`src/rtl/countdown_pkg.sv`:
```
// Shared types and defaults for the countdown timer block.
package countdown_pkg;

  localparam int DEF_WIDTH = 8;
  localparam int DEF_PRE_W = 4;

  typedef enum logic [1:0] {
    IDLE   = 2'd0,
    RUN    = 2'd1,
    PAUSED = 2'd2,
    DONE   = 2'd3
  } state_t;

endpackage

```
`src/rtl/countdown_core.sv`:
```
// Loadable down counter that stops at zero and never wraps.
module countdown_core
  import countdown_pkg::*;
#(
  parameter int WIDTH = DEF_WIDTH
) (
  input  logic             clk,
  input  logic             reset,
  input  logic             load,
  input  logic [WIDTH-1:0] load_value,
  input  logic             enable,
  output logic [WIDTH-1:0] count,
  output logic             zero
);

  assign zero = (count == '0);

  // Load has priority over decrement; zero holds instead of wrapping.
  always_ff @(posedge clk or negedge reset) begin
    // NOTE: sequential state uses non-blocking (<=) so every register samples
    // pre-edge values; blocking (=) here would create order-dependent races.
    if (!reset) begin
      count <= '0;
    end else if (load) begin
      count <= load_value;
    end else if (enable && !zero) begin
      count <= count - 1'b1;
    end
  end

endmodule

```
`src/rtl/countdown_timer_ctrl.sv`:
```
// Countdown timer: control FSM, prescaler and capture registers around a
// loadable down counter.
module countdown_timer_ctrl
  import countdown_pkg::*;
#(
  parameter int WIDTH = DEF_WIDTH,
  parameter int PRE_W = DEF_PRE_W
) (
  input  logic             clk,
  input  logic             reset,
  input  logic             start,
  input  logic [WIDTH-1:0] load_val,
  input  logic [PRE_W-1:0] prescale,
  input  logic             auto_reload,
  input  logic             pause,
  input  logic             abort,
  output logic [WIDTH-1:0] count,
  output logic             busy,
  output logic             tc_pulse,
  output logic             done
);

  state_t           state;
  logic [PRE_W-1:0] pre_cnt;
  logic [WIDTH-1:0] cap_load;
  logic [PRE_W-1:0] cap_pre;
  logic             cap_auto;

  logic             active;
  logic             advance;
  logic             tick;
  logic             accept;
  logic             zero;
  logic             core_load;
  logic [WIDTH-1:0] core_value;

  // Pause is a level freeze: the prescaler advances only while pause is low,
  // so the PAUSED state reports the freeze and the cycle that leaves it can
  // already count. Abort overrides everything, so no tick in an abort cycle.
  assign active   = (state == RUN) || (state == PAUSED);
  assign advance  = active && !pause && !abort;
  assign tick     = advance && (pre_cnt == cap_pre);
  assign tc_pulse = tick && zero;
  assign accept   = ((state == IDLE) || (state == DONE)) && start && !abort;

  // The counter is (re)loaded on abort (to zero), on an accepted start, and on
  // a terminal count when auto-reload was captured.
  assign core_load  = abort || accept || (tc_pulse && cap_auto);
  assign core_value = abort ? '0 : (accept ? load_val : cap_load);

  countdown_core #(
    .WIDTH(WIDTH)
  ) u_core (
    .clk       (clk),
    .reset     (reset),
    .load      (core_load),
    .load_value(core_value),
    .enable    (tick),
    .count     (count),
    .zero      (zero)
  );

  // Control FSM with prescaler, capture registers and registered busy/done.
  always_ff @(posedge clk or negedge reset) begin
    // NOTE: every register in this block is reset, including the captured
    // configuration, so nothing stale survives a mid-operation reset.
    if (!reset) begin
      state    <= IDLE;
      pre_cnt  <= '0;
      cap_load <= '0;
      cap_pre  <= '0;
      cap_auto <= 1'b0;
      busy     <= 1'b0;
      done     <= 1'b0;
    end else if (abort) begin
      state   <= IDLE;
      pre_cnt <= '0;
      busy    <= 1'b0;
      done    <= 1'b0;
    end else begin
      case (state)
        IDLE, DONE: begin
          if (start) begin
            state    <= RUN;
            cap_load <= load_val;
            cap_pre  <= prescale;
            cap_auto <= auto_reload;
            pre_cnt  <= '0;
            busy     <= 1'b1;
            done     <= 1'b0;
          end
        end
        RUN, PAUSED: begin
          if (pause) begin
            state <= PAUSED;
          end else begin
            state <= RUN;
            if (tick) begin
              pre_cnt <= '0;
              if (zero && !cap_auto) begin
                state <= DONE;
                busy  <= 1'b0;
                done  <= 1'b1;
              end
            end else begin
              pre_cnt <= pre_cnt + 1'b1;
            end
          end
        end
        default: state <= IDLE;
      endcase
    end
  end

endmodule

```
`config.mk`:
```
export PLATFORM = sky130hd
export DESIGN_NAME = countdown_timer_ctrl
export DESIGN_NICKNAME = d
export VERILOG_FILES = /design/src/rtl/countdown_pkg.sv /design/src/rtl/countdown_core.sv /design/src/rtl/countdown_timer_ctrl.sv
export SDC_FILE = /design/constraint.sdc
export NUM_CORES = 1
export LEC_CHECK = 0
export ABC_AREA = 1
export CORE_UTILIZATION = 25
export CTS_CLUSTER_DIAMETER = 60
export CTS_CLUSTER_SIZE = 40
export DETAILED_ROUTE_END_ITERATION = 16
export SYNTH_ARGS = -nofsm -noshare
export SYNTH_HDL_FRONTEND = slang
export SYNTH_HIERARCHICAL = 1
export SYNTH_SLANG_ARGS = --single-unit
```
`constraint.sdc`:
```
create_clock -name clk -period 2.35 [get_ports clk]
set_input_delay 0.47 -clock clk [delete_from_list [all_inputs] [get_ports clk]]
set_output_delay 0.47 -clock clk [all_outputs]
set_load 0.01 [all_outputs]
```
Yosys cells after proc, flatten, opt, wreduce, memory -nomap -nowiden
Index checks and enable logic that the tools add are counted.
- latch bits: 0
- register bits after elaboration: 29
- output and inout port bits: 11
- RAM bits: 0
- memories: 0
- logic and storage cells: 71
- bits in read-only memories: 0
- shift-type cells: 0
- equality and inequality tests: 8
- reductions and logical operators: 25
- add/subtract/negate cells: 2
- $lt $le $gt $ge: 0
- multiplexer cells: 27
- $mul: 0
- divide/modulo/power cells: 0
- bitwise gates (word level): 1
- operators by type and width (cell ; count):
    2-to-1 mux 8 bit ; 4
    2-to-1 mux 4 bit ; 4
    != test 3 bit, second input constant ; 4
    2-to-1 mux 1 bit ; 10
    2-to-1 mux 2 bit ; 5
    logical AND 1 bit ; 9
    zero test 8 bit ; 1
    case mux 4 bit (2 select lines) ; 1
    subtractor 8 x 1 -> 8 bit, second input constant ; 1
    adder 4 x 1 -> 4 bit, second input constant ; 1
    == test 2 bit, second input constant ; 2
    == test 4 bit ; 1
    zero test 1 bit ; 4
    logical OR 1 bit ; 4
    case mux 1 bit (2 select lines) ; 2
    case mux 2 bit (2 select lines) ; 1
    AND reduction 4 bit ; 1
    OR reduction 2 bit ; 2
    AND reduction 3 bit ; 1
    == test 2 x 1 -> 1 bit, second input constant ; 1
    zero test 2 bit ; 1
    AND reduction 2 bit ; 1
    nonzero test 2 bit ; 1
    NOT 1 bit ; 1

Depth between registers and ports, before layout
- word-level depth: 9
- gate-level depth with buffers: 14
- depth with buffers taken out: 14

Hierarchy
The synthesis kept the hierarchy.
- modules (own cells, without submodules) (module ; seq. area each (um2) ; area each (um2) ; cells an instance ; instances):
    countdown_timer_ctrl ; 525.5 ; 1131.1 ; 144 ; 1
    countdown_core ; 200.2 ; 596.8 ; 93 ; 1

Worst setup path after synthesis
No wires, ideal clock.
- kind: register -> register
- from: register u_core.count[0]
- to: register u_core.count[0]
- setup slack: 0.324 ns
- path buffers: 1
- setup time: 0.125 ns
- cell stages (with the launch flop): 13
- arrival: 1.901 ns
- cells stage by stage: dfrtp_1 > inv_1 > ha_1 > nand2_1 > nor2_1 > inv_1 > nor2_1 > nand2_1 > nand3_1 > clkbuf_1 > o21ai_0 > nand2_1 > o21ai_1
- cells in the longest elaborated chain, start to end: 5
- elaborated cells on any way between the ends: 10
- ends and longest elaborated chain (item ; RTL line ; source):
    from (decl) ; countdown_core.sv:12 ; output logic [WIDTH-1:0] count,
    from (signal assigned) ; countdown_core.sv:25 ; count <= load_value;
    from (signal assigned) ; countdown_core.sv:27 ; count <= count - 1'b1;
    zero test 8 bit * ; countdown_core.sv:16 ; assign zero = (count == '0);
    via zero ; countdown_timer_ctrl.sv:33 ; logic zero;
    logical AND 1 bit * ; countdown_timer_ctrl.sv:43 ; assign tc_pulse = tick && zero;
    via tc_pulse ; countdown_timer_ctrl.sv:19 ; output logic tc_pulse,
    logical AND 1 bit * ; countdown_timer_ctrl.sv:48 ; assign core_load = abort || accept || (tc_pulse && cap_auto);
    logical OR 1 bit * ; countdown_timer_ctrl.sv:48 ;
    via core_load ; countdown_timer_ctrl.sv:34 ; logic core_load;
    2-to-1 mux 8 bit or nonzero test 2 bit (tied branches) ; - ;
Mark *: on every way through the listed nets, which the timed path passes. The rest lies on a longest branch. The select of a mux whose other input is x is not followed.
A chain may end at the register's enable or synchronous reset.

Worst setup path in the final report
- from: register u_core.count[1]
- to: output tc_pulse
- cells in the longest elaborated chain, start to end: 2
- ends and longest elaborated chain (item ; RTL line):
    zero test 8 bit ; countdown_core.sv:16
    via zero ; countdown_timer_ctrl.sv:33
    logical AND 1 bit ; countdown_timer_ctrl.sv:43
    to (decl) ; countdown_timer_ctrl.sv:19
The timed path passes the listed nets, and every way through them passes these cells.

==> impl_metrics.toml <==
[routing]
drt_iter0_markers = 96
wl_um = 3785
drtPass1Iterations = 4
ant_nets = 0
vias = 1560
post_drt_via_cell_ratio = 4.358
drc = 0
avgRoutedWirePerCell_um = 10.57

[synth]
ys_seq_area_frac = 0.4200
synth_edf_count = 0
synth_warnings = 6
synthFlopType = "dfrtp_1"
netlist_top_cells_area = "dfrtp_1 42%, nand2_1 15%, inv_1 8.3%"
yosysTopAreaCell = "dfrtp_1"
async_flop_share = 1.000
synth_nets = 258
syn_area_per_cell_um2 = 7.291
synth-seq-cells = 29
yosysTopAreaCellShare = 0.4200
synth.cell_area_um2 = 1728
synth_cell_types = 28
netlist_instances = 237

[timing]
finalSetupTns_ns = 0
fmax_mhz = 465.2
worst_clock_skew_ns = 0.008727
min_period_over_period = 0.9148
max_slew_margin = 0.7478
worstMarginPinSlew_ns = 0.3783
timing.final.max_slew_violations = 0
rsz0062_at_grt = "no"
setup_ws_ns = 0.2002
setup_viol = 0
final_hold_viol_count = 0
layout_min_cycle_time_ns = 2.150

[cells_and_area]
fill_cells = 694
mostFrequentLayoutCell = "nand2_1"
mostFrequentLayoutCells = "69 x nand2_1, 38 x inv_1, 29 x dfrtp_1, 27 x clkdlybuf4s50_1, 26 x nor2_1"
multi_input_area_um2 = 822.0
syn2layout_area_growth_pct = 30.63
regArea_um2 = 725.7
final_util = 0.3475
final_layout_size_suffix_gt1_frac = 0.1317
nNetsFinal = 301
diodes = 0

[cts]
cts.path.max_buffers = 2
cts_tree = "done"
clock-root-buffer = "clkbuf_8"
cts.hold.buffers_added = 0
cts.sinks = 29
clkTransAtPathRegs_ns = 0.07
worstSkewPairLatency_ns = 0.28
htreeDepth = 2
post_cts_buffers = 0
numCtsBuffers = 5

[power]
p_per_area_nw_per_um2 = 864.9
leakage_nw = 1.105
power_frac_seq = 0.362
ir_drop_v = 0.0003389
switching_share = 0.3867
p_sw_w = 0.0007550
clkPwrFrac = 0.213
power_report.internal_total_w = 0.001197
combPwrFrac = 0.425

[global_route]
top_usage_layer = "met2"
grt_pass1_wl_um = 6879
antenna_found_initial = 0
first_global_vias = 1551
gr-total-overflow = 0
grtUsageMet3 = 0.02918
grt_max_degree = 30
met2_usage = 0.1921
track_usage = 0.1204
grt_use_met1 = 0.1559

[place]
place_hpwl_um = 3003
post-place-ws_ns = -0.07844
routabilityCongestion = 0.7898
port_buffers = 28

[floorplan]
dieArea_um2 = 7248
fp.dieH_um = 85.14
row_count = 29
io-pin-count = 29
die_w_um = 85.14
start_util = 0.2660
core_um2 = 6495

[worst_setup_path]
ff2ff_path_depth = 13
crit_path_start_kind = "flip-flop"
path_buf_inv = 3
end_kind = "primary output"
worst_ep_arrival_time_ns = 1.68
critPathKind = "reg2out"
worstReg2RegStart = "u_core/count[1]$_DFFE_PN0P_"
worstReg2RegEnd = "u_core/count[4]$_DFFE_PN0P_"
slowest_stage = "dfrtp_1"
rrSetupSlack_ns = 0.45
critPathMostFrequentCell = "inv_1"
path_max_fanout = 3
cp_slowest_stage_delay_ns = 0.40
cp_data_required_time_ns = 1.88
critPathTopFamily = "buffers and inverters"
path_cells = "inv_1, ha_1, nand2_1, nor2_1, inv_1, nor2_2, clkdlybuf4s15_1"

[worst_hold_path]
worstHoldStart = "busy$_DFFE_PN0P_"
whs_endpoint = "busy$_DFFE_PN0P_"
min_path_type = "reg2reg"
worstHoldPathCells = 2

[flow_run]
max_cap_viol_count = 0

[status]
status = "completed"
state kept, by name, indices dropped and copies added (netlist names):
| signal | count |
|---|---|
| busy | 1 |
| cap_auto | 1 |
| cap_load | 8 |
| cap_pre | 4 |
| done | 1 |
| pre_cnt | 4 |
| state | 2 |
| u_core/count | 8 |
kinds of logic after synthesis:
logic type               after synthesis  share of synthesized area
AND/OR/NAND/NOR                      130                     0.3411
buffers and inverters                 44                     0.1057
flip-flops                            29                     0.4200
AO/OA/AOI/OAI                         27                    0.08834
adder cells (fa/ha/maj)                3                    0.02173
XOR/XNOR                               2                    0.01014
multiplexers                           2                    0.01303
stage by stage:
stage / std cells / cell area, µm² / total power [W] / hold slack, ns
2_1_floorplan: 237 / 1728 / 0.001235 / 0.1744
3_3_place_gp: 350 / 2163 / 0.001532 / 0.4700
3_5_place_dp: 350 / 2163 / 0.001554 / 0.4656
4_1_cts: 358 / 2253 / 0.001980 / 0.4864
5_1_grt: 358 / 2257 / 0.002141 / 0.5101
6_report: 358 / 2257 / 0.001952 / 0.4801
tightest hold or removal path: cells and delay by family (launching register included):
kind	cells	cell delay [ns]
DFF	1	0.35
and+or+nand+nor	2	0.10
power groups by stage:
stage / sequential, W / clock (W) / combinational (W)
6_report: 0.000707 / 0.000416 / 0.000829
5_1_grt: 0.000724 / 0.000458 / 0.000959
4_1_cts: 0.000709 / 0.000432 / 0.000839
3_5_place_dp: 0.000718 / 0 / 0.000836
3_3_place_gp: 0.000715 / 0 / 0.000816
2_1_floorplan: 0.000742 / 0 / 0.000493
area by class of cell:
type | instances | share of cell area
Inverter | 40 | 0.06707
Clock inverter | 3 | 0.009978
Multi-Input combinational cell | 164 | 0.3642
Tap cell | 77 | 0.04268
Sequential cell | 29 | 0.3215
Timing Repair Buffer | 40 | 0.1641
Clock buffer | 5 | 0.03049
worst max-delay path by stage:
stage | startpoint | to | slack (ns) | cells after the start
global route | u_core/count[1]$_DFFE_PN0P_ | tc_pulse | 0.007 | 7
CTS | u_core/count[1]$_DFFE_PN0P_ | tc_pulse | 0.14 | 7
global placement | pause | tc_pulse | 0.007 | 7
floorplan | u_core/count[0]$_DFFE_PN0P_ | u_core/count[0]$_DFFE_PN0P_ | 0.32 | 12
finish | u_core/count[1]$_DFFE_PN0P_ | tc_pulse | 0.20 | 7
detailed placement | pause | tc_pulse | -0.08 | 7
per-layer routing:
layer / vias to the layer above / wire [µm]
met2: 38 / 1662
met5: - / 0
met3: 5 / 220
met4: 0 / 60
met1: 691 / 1842
li1: 826 / -
cell usage after synthesis, types with 2 or more instances:
master,instances
nand2_2,3
buf_6,2
o21ai_1,11
a21oi_1,6
nand2_1,69
nand4_1,4
nand2_4,4
inv_1,38
o21ai_0,6
nor2_1,27
mux2_2,2
ha_1,3
dfrtp_1,29
o211ai_1,2
nand3_1,18
timing repair:
item | 4_1_cts | 5_1_grt
resized for setup | 1 | 2
cloned | 0 | 0
setup endpoints to repair | 1 | 1
Note: power is estimated with default switching activity, not from simulation.
